**src/rtl/receiver_pkg.sv**
```systemverilog
// Shared definitions for the RS232 receive-to-memory writer: state encodings and
// default sizing constants.
package receiver_pkg;

  typedef enum logic [1:0] {
    IDLE      = 2'b00,
    WAIT_BYTE = 2'b01,
    WRITE     = 2'b10,
    DONE      = 2'b11
  } rx_state_t;

  localparam int unsigned ADDR_W_DEF         = 16;
  localparam int unsigned TIMEOUT_CYCLES_DEF = 50000;

endpackage

```
**src/rtl/rx_timeout_counter.sv**
```systemverilog
// Idle-gap counter for the receive writer: counts enabled cycles and pulses
// expired on the cycle the count reaches LIMIT-1.
module rx_timeout_counter #(
  parameter int unsigned LIMIT = 50000
) (
  input  logic clk,
  input  logic rst_n,
  input  logic clear,
  input  logic enable,
  output logic expired
);

  localparam int unsigned CNT_W = (LIMIT > 2) ? $clog2(LIMIT) : 1;

  logic [CNT_W-1:0] count;

  always_ff @(posedge clk or negedge rst_n) begin
    if (!rst_n) begin
      count <= '0;
    end else if (clear) begin
      count <= '0;
    end else if (enable) begin
      if (count == CNT_W'(LIMIT - 1)) count <= '0;
      else                            count <= count + 1'b1;
    end
  end

  assign expired = enable && !clear && (count == CNT_W'(LIMIT - 1));

endmodule

```
**src/rtl/receiver_writer.sv**
```systemverilog
// Receive end of the RS232 sample link: writes each UART byte to sample memory at
// consecutive addresses. Optional inter-byte timeout enabled by macro RX_TIMEOUT_EN.
module receiver_writer
  import receiver_pkg::*;
#(
  parameter int unsigned ADDR_W         = ADDR_W_DEF,
  parameter int unsigned TIMEOUT_CYCLES = TIMEOUT_CYCLES_DEF
) (
  input  logic              iClock,
  input  logic              iReset_n,
  input  logic              iStart,
  input  logic [7:0]        iRxData,
  input  logic              iRxDone,
  output logic [ADDR_W-1:0] oAddress,
  output logic [7:0]        oData,
  output logic              oWriteEnable,
  output logic              oBusy,
  output logic              oReceiveFinished,
  output logic              oOverrun,
  output logic              oTimeout
);

  rx_state_t state, state_next;
  logic      expired;
  logic      last_addr;

  assign last_addr = &oAddress;
  assign oBusy     = (state != IDLE);

`ifdef RX_TIMEOUT_EN
  logic to_clear, to_enable;

  // The gap timer only runs between bytes, never before the first one arrives.
  assign to_clear  = iRxDone || (state != WAIT_BYTE);
  assign to_enable = (state == WAIT_BYTE) && (oAddress != '0);

  rx_timeout_counter #(
    .LIMIT (TIMEOUT_CYCLES)
  ) u_timeout (
    .clk     (iClock),
    .rst_n   (iReset_n),
    .clear   (to_clear),
    .enable  (to_enable),
    .expired (expired)
  );
`else
  logic unused_timeout_cfg;

  assign expired            = 1'b0;
  assign unused_timeout_cfg = (TIMEOUT_CYCLES == 0);
`endif

  always_comb begin
    state_next = state;
    case (state)
      IDLE:      if (iStart) state_next = WAIT_BYTE;
      WAIT_BYTE: begin
        if (iRxDone)      state_next = WRITE;
        else if (expired) state_next = IDLE;
      end
      WRITE:     state_next = last_addr ? DONE : WAIT_BYTE;
      DONE:      state_next = IDLE;
      default:   state_next = IDLE;
    endcase
  end

  always_ff @(posedge iClock or negedge iReset_n) begin
    if (!iReset_n) begin
      state            <= IDLE;
      oAddress         <= '0;
      oData            <= '0;
      oWriteEnable     <= 1'b0;
      oReceiveFinished <= 1'b0;
      oOverrun         <= 1'b0;
      oTimeout         <= 1'b0;
    end else begin
      state            <= state_next;
      oWriteEnable     <= 1'b0;
      oReceiveFinished <= 1'b0;
      oTimeout         <= 1'b0;
      case (state)
        IDLE: begin
          if (iStart) begin
            oAddress <= '0;
            oOverrun <= 1'b0;
          end
        end
        WAIT_BYTE: begin
          if (iRxDone) begin
            oData        <= iRxData;
            oWriteEnable <= 1'b1;
          end else if (expired) begin
            oTimeout <= 1'b1;
            oAddress <= '0;
          end
        end
        WRITE: begin
          // A byte landing during the write cycle cannot be stored; flag and drop it.
          if (iRxDone) oOverrun <= 1'b1;
          if (last_addr) oAddress <= '0;
          else           oAddress <= oAddress + 1'b1;
        end
        DONE: oReceiveFinished <= 1'b1;
        default: ;
      endcase
    end
  end

endmodule
```
**config.mk**
```make
export PLATFORM = sky130hd
export DESIGN_NAME = receiver_writer
export DESIGN_NICKNAME = d
export VERILOG_FILES = /design/src/rtl/receiver_pkg.sv /design/src/rtl/rx_timeout_counter.sv /design/src/rtl/receiver_writer.sv
export SDC_FILE = /design/constraint.sdc
export NUM_CORES = 1
export LEC_CHECK = 0
export ABC_CLOCK_PERIOD_IN_PS = 4650
export CAP_MARGIN = 20
export CORE_ASPECT_RATIO = 1.1
export CORE_MARGIN = 1.5
export CORE_UTILIZATION = 40
export CTS_BUF_LIST = sky130_fd_sc_hd__clkbuf_16
export DETAILED_ROUTE_END_ITERATION = 8
export HOLD_SLACK_MARGIN = 0.06
export PLACE_DENSITY = 0.7
export SLEW_MARGIN = 40
export SYNTH_ARGS = -nofsm -noshare
export SYNTH_HDL_FRONTEND = slang
export SYNTH_SLANG_ARGS = --single-unit
export TNS_END_PERCENT = 100
```
**constraint.sdc**
```tcl
create_clock -name iClock -period 4.65 [get_ports iClock]
set_input_delay 0.93 -clock iClock [delete_from_list [all_inputs] [get_ports iClock]]
set_output_delay 0.93 -clock iClock [all_outputs]
set_load 0.03 [all_outputs]
```
# Word-level counts from Yosys, hierarchy flattened
# Index checks and enable logic that the tools add are counted.
dict set report op_classes {
  n_eq_ne 6
  muxes 13
  n_reduce_logical 8
  add_sub_neg 1
}
# op count
set ops {}
lappend ops {{$mux 16} 2}
lappend ops {{$pmux 16 s2} 1}
lappend ops {{$add 16x1->16 const B} 1}
lappend ops {{$reduce_and 16->1} 1}
lappend ops {{$pmux 2 s4} 1}
lappend ops {{$mux 2} 3}
lappend ops {{$ne 2x2->1 const B} 3}
lappend ops {{$reduce_and 2->1} 3}
lappend ops {{$mux 1} 5}
lappend ops {{$eq 2x2->1 const B} 2}
lappend ops {{$reduce_bool 2->1} 2}
lappend ops {{$reduce_and 3->1} 1}
lappend ops {{$eq 2x1->1 const B} 1}
lappend ops {{$logic_not 2->1} 1}
lappend ops {{$pmux 1 s2} 1}
dict set report word_totals {
  ff_bits 29
  inputBits 12
}

# Depth between registers and ports, before layout
dict set report logic_depth {
  ltp_word 3
  ltp_mapped 7
  depth_no_buf 5
}

# Worst setup path before layout
# No wires, ideal clock.
dict set report synth_path {
  path_kind {register to register}
  startpoint {reg oAddress[0]}
  endpoint {reg oAddress[3]}
  setup_slack_ps 2697
  synth_period_minus_slack_ps 1953
  setup_time_ps 64
  path_stages_with_launch 8
  required_time_ps 4586
  t_arrival_ps 1889
  path_cell_list {dfrtp_1 > ha_1 > and4_2 > buf_4 > and4_1 > buf_4 > a221oi_1 > a21o_2}
}
dict set report synth_between {
  elab_chain_len 3
  elab_cells_between_ends 4
  cone_classes {add/sub: 1; mux: 2; reduce/logical: 1}
}
# item line_no
set synth_rtl {}
lappend synth_rtl {{from (decl)} receiver_writer.sv:14} ;# output logic [ADDR_W-1:0] oAddress,
lappend synth_rtl {{from (signal assigned)} receiver_writer.sv:101} ;# else oAddress <= oAddress + 1'b1;
lappend synth_rtl {{$add 16x1->16 or $reduce_and 16->1 (tied branches)} {receiver_writer.sv:101, receiver_writer.sv:27}}
lappend synth_rtl {{$mux 16 (*)} receiver_writer.sv:100} ;# if (last_addr) oAddress <= '0;
lappend synth_rtl {{$pmux 16 s2 (*)} receiver_writer.sv:81} ;# case (state)
# Mark *: on every way between the ends. The rest lies on a longest branch, timed or not.
# A chain may end at the register's enable or synchronous reset.

# Worst setup path in the final report
dict set report layout_path {
  startpoint {reg state[1]}
  endpoint {out oBusy}
}
dict set report layout_between {
  elab_chain_len 1
}
# item line_no
set layout_rtl {}
lappend layout_rtl {{from (decl)} receiver_writer.sv:23} ;# rx_state_t state, state_next;
lappend layout_rtl {{from (signal assigned)} receiver_writer.sv:77} ;# state <= state_next;
lappend layout_rtl {{$reduce_bool 2->1} receiver_writer.sv:28} ;# assign oBusy = (state != IDLE);
lappend layout_rtl {{to (decl)} receiver_writer.sv:17} ;# output logic oBusy,
# No other way between the ends.

==> impl_summary.md <==
Finish
The number of antenna repair diodes is 0. The layout filler cell count is 342. The total number of nets in the final design is 213. The share of post-route cells with drive strength above 1 is 0.115. Compared with the post-synthesis result, the final layout area differs by 35.9%.

Clock tree
The number of gates given a new drive strength after cts is 0. The cell at the root of the clock tree is sky130_fd_sc_hd__clkbuf_16. The number of H-tree branching levels is 2. For this design, the sink count on the clock tree is 29. The number of hold buffers added after CTS is 0.

The post-CTS setup buffer count is 0. The clock slew at the register clock pins of the worst setup and hold paths is 50 ps. Clock latency on the worst-skew pair, taken at its later pin, is approximately 270 ps. Buffers inserted during clock tree synthesis total 5. The CTS tree is built. The maximum number of buffers from clock root to sink is 2.

Setup path
STA classifies the critical path startpoint as a register. The critical path required time is roughly 3700 ps. The data arrival time of the critical path is roughly 1700 ps.

Across all register-to-register paths, the minimum setup slack is 2690 ps. The critical path in this run is classified as reg2out. On the worst path, the slowest cell contributes a delay of between 500 and 600 ps. The cell with the largest stage delay on the worst path is sky130_fd_sc_hd__clkdlybuf4s50_1. Walking the worst path, the cells encountered are or2_2, clkdlybuf4s50_1. The worst setup path is captured at an output port.

Along the worst path, the maximum fanout reaches 10.

Yosys
Of the total synthesized cell area, the portion taken by AND, OR, NAND and NOR gates is 0.255. The number of different library cells used by synthesis comes to 47. The count of flip-flops with a built-in enable after synthesis is 0.

After synthesis the netlist holds a flip-flop and latch count of 29. The per-instance average area after synthesis is roughly 9.3 µm². Of the post-synthesis cell area, the part taken by muxes is 0.00744.

Of the post-synthesis cell area, the dominant cell type holds 0.479. Among all flip-flop cells after synthesis, the most frequent one is sky130_fd_sc_hd__dfrtp_1. The complex-gate fraction of the synthesized area is 0.210. When the netlist entered floorplanning its net count stood at about 180.

The sequential share of the synthesized area is 0.479. The xor and xnor fraction of the mapped netlist area is 0. For this run, the number of Yosys warnings is 0. After synthesis, the share of flip-flops with an asynchronous set or reset is 1.00.

The dominant combinational cell family by area after synthesis is simple AND/OR/NAND/NOR gates. Of the total synthesized cell area, the portion taken by full adders, half adders and majority gates is 0.00826. In this run the cell area of the synthesized design comes to ~1500 µm².

Of all cell types, the one taking the most synthesized area is sky130_fd_sc_hd__dfrtp_1. Synthesis produced around 160 cells. By area the synthesized netlist is led by sky130_fd_sc_hd__dfrtp_1, sky130_fd_sc_hd__nand2_1, sky130_fd_sc_hd__o21ai_0.

STA
Static timing analysis puts the maximum clock frequency at ~390 MHz. The remaining max-slew budget at the tightest pin is 0.558. In the post-route analysis, the smallest setup slack over all paths is 2060 ps.

For the finished layout, the period the worst path requires is 2590 ps. The count of endpoints failing hold in the final timing report was 0. The final-report max-slew violation count is 0. Setup repair after global routing left no endpoint under its margin. Final hold analysis gives a worst-case slack of around 470 ps.

Dividing the final minimum period by the clock period gives 0.556. After routing, the total negative slack on setup checks comes to 0 ps. The largest clock skew in the final design is 3.34 ps. The worst-margin pin slew is about 660 ps. Setup violations remaining at the end of the flow were counted as 0.

Drt
Dividing the detail-routed wire length by the instance count gives ~14 µm. The remaining antenna violation count after routing is 0. Dividing the detail-routed via count by the number of cells gives around 5.5. For this block, the initial DRC count from the detailed router was 55.

After detailed routing, the total wire length is around 3500 µm. The count of vias placed by the detailed router is approximately 1,400. For this run, design rule violations remaining after detail routing come to 0. The first detailed-routing pass ran for 4 iterations.

Placement
The setup slack at placement is approximately 2300 ps. In this run the tool buffered the top-level ports with 39 buffer cells. The congestion estimate from routability-driven global placement came to 0.846.

The HPWL after detailed placement is approximately 2500 µm.

Status
The run finished with clean final reports.

GRT
The wire length of the first global-routing pass is about 5800 µm. The aggregate global routing overflow is 0. The number of global-route vias before repair is approximately 1,300.

Across every metal layer, demand over resource in global routing totals 0.191. Entering global routing, the biggest net connects 23 pins. The initial antenna violation count is 0.

Pwr
For this design the ratio of total power to cell area is roughly 520 nW/µm². In this run the static leakage power is ~0.90 nW. VDD sags by at most approximately 0.22 mV. The post-layout total power is about 1.1 mW.

Run
The max-cap check violation count is 0.

Min path
The worst hold path belongs to the class reg2reg.

Floorplanning
The count of pins on the block boundary is between 40 and 50. The initial cell density of the core is 0.418. In this run the core area contains 23 standard-cell rows.

The die is slightly above 60 µm wide. The height of the chip is 67.5 µm. The die footprint is roughly 4200 µm². The floorplan step defined a core boundary enclosing approximately 3600 µm².
==> logic make-up after synthesis <==
logic type	Yosys count
simple gates	77
other cells	1
buf+inv	11
flops	29
mux	1
fa+ha+maj	1
compound gates	42
==> cells in the final DEF (no fill, tap or decap), types with 2 or more instances in the layout <==
master	n
sky130_fd_sc_hd__nor4_1	2
sky130_fd_sc_hd__a31oi_1	2
sky130_fd_sc_hd__inv_1	2
sky130_fd_sc_hd__nand4_1	4
sky130_fd_sc_hd__nor2b_1	3
sky130_fd_sc_hd__o221ai_1	3
sky130_fd_sc_hd__or3_2	2
sky130_fd_sc_hd__a221oi_1	3
sky130_fd_sc_hd__and4_1	2
sky130_fd_sc_hd__and2_1	2
sky130_fd_sc_hd__nor2_1	5
sky130_fd_sc_hd__nand3_1	4
sky130_fd_sc_hd__dfrtp_1	29
sky130_fd_sc_hd__o21ai_0	8
sky130_fd_sc_hd__clkinv_1	2
sky130_fd_sc_hd__nand2_1	42
sky130_fd_sc_hd__and3_1	3
sky130_fd_sc_hd__or2_2	2
sky130_fd_sc_hd__a21o_1	3
sky130_fd_sc_hd__clkdlybuf4s50_1	38
sky130_fd_sc_hd__o31ai_1	3
sky130_fd_sc_hd__a21oi_1	5
sky130_fd_sc_hd__clkbuf_16	5
==> layout make-up <==
type	count	area [µm²]	area share
clock buffers	5	125	0.0608
clock inverters	2	7.51	0.00365
inverters	2	7.51	0.00365
multi-input cells	122	736	0.358
flip-flops and latches	29	726	0.353
well taps	50	62.6	0.0304
repair buffers	40	393	0.191
==> per-layer routing <==
metal	wire [µm]	track usage	part of all wire
met1	1500	0.223	0.43
met2	1760	0.321	0.50
met3	222	0.0575	0.063
met4	40	0.0745	0.011
met5	0	0	0
==> worst max-delay path, delay by kind of cell, from the launching register on <==
| kind | cells | cell delay (ps) |
|---|---|---|
| and+or+nand+nor | 1 | 320 |
| buffers and inverters | 1 | 590 |
| DFF | 1 | 470 |
==> cells in the mapped netlist (2+ instances only) <==
| master | number |
|---|---|
| sky130_fd_sc_hd__a21oi_1 | 5 |
| sky130_fd_sc_hd__nor2_1 | 5 |
| sky130_fd_sc_hd__a31oi_1 | 2 |
| sky130_fd_sc_hd__a221oi_1 | 3 |
| sky130_fd_sc_hd__buf_4 | 4 |
| sky130_fd_sc_hd__dfrtp_1 | 29 |
| sky130_fd_sc_hd__and3_1 | 3 |
| sky130_fd_sc_hd__nand3_1 | 4 |
| sky130_fd_sc_hd__o21ai_0 | 8 |
| sky130_fd_sc_hd__a21o_1 | 3 |
| sky130_fd_sc_hd__nand2_1 | 42 |
| sky130_fd_sc_hd__nor2b_1 | 3 |
| sky130_fd_sc_hd__and4_1 | 2 |
| sky130_fd_sc_hd__o31ai_1 | 3 |
| sky130_fd_sc_hd__o221ai_1 | 3 |
| sky130_fd_sc_hd__nor4_1 | 2 |
| sky130_fd_sc_hd__and2_1 | 2 |
| sky130_fd_sc_hd__or2_2 | 2 |
| sky130_fd_sc_hd__nand4_1 | 4 |
| sky130_fd_sc_hd__clkbuf_1 | 5 |
| sky130_fd_sc_hd__or3_2 | 2 |
==> final timing paths <==
kind / end / start / cells past startpoint
worst min register to register: oData[2] / oData[2] / 2
worst max register to register: oAddress[0] / oAddress[0] / 5
worst min-delay path: oData[2] / oData[2] / 2
min in group asynchronous: oData[2] / iReset_n / 1
max in group asynchronous: oOverrun / iReset_n / 2
worst max-delay path: oBusy / state[1] / 2
==> stage by stage <==
| stage | utilization | cell area (µm²) | std cells |
|---|---|---|---|
| final | 0.567 | 2060 | 250 |
| after global routing | 0.567 | 2060 | 250 |
| after CTS | 0.567 | 2060 | 250 |
| after detailed placement | 0.531 | 1920 | 243 |
| after global placement | 0.531 | 1930 | 243 |
| after floorplan | - | 1510 | 162 |
==> flip-flops by register name, indices dropped and copies added (netlist names) <==
name / cells
oAddress: 16
oData: 8
oOverrun: 1
oReceiveFinished: 1
oWriteEnable: 1
state: 2
==> power by group <==
part / switching, mW / leakage (nW) / internal (mW)
combinational: 0.242 / 0.440 / 0.164
clock: 0.0965 / 0.0685 / 0.190
sequential: 0.0588 / 0.386 / 0.314
No activity file was read; power rests on OpenSTA's default activity.
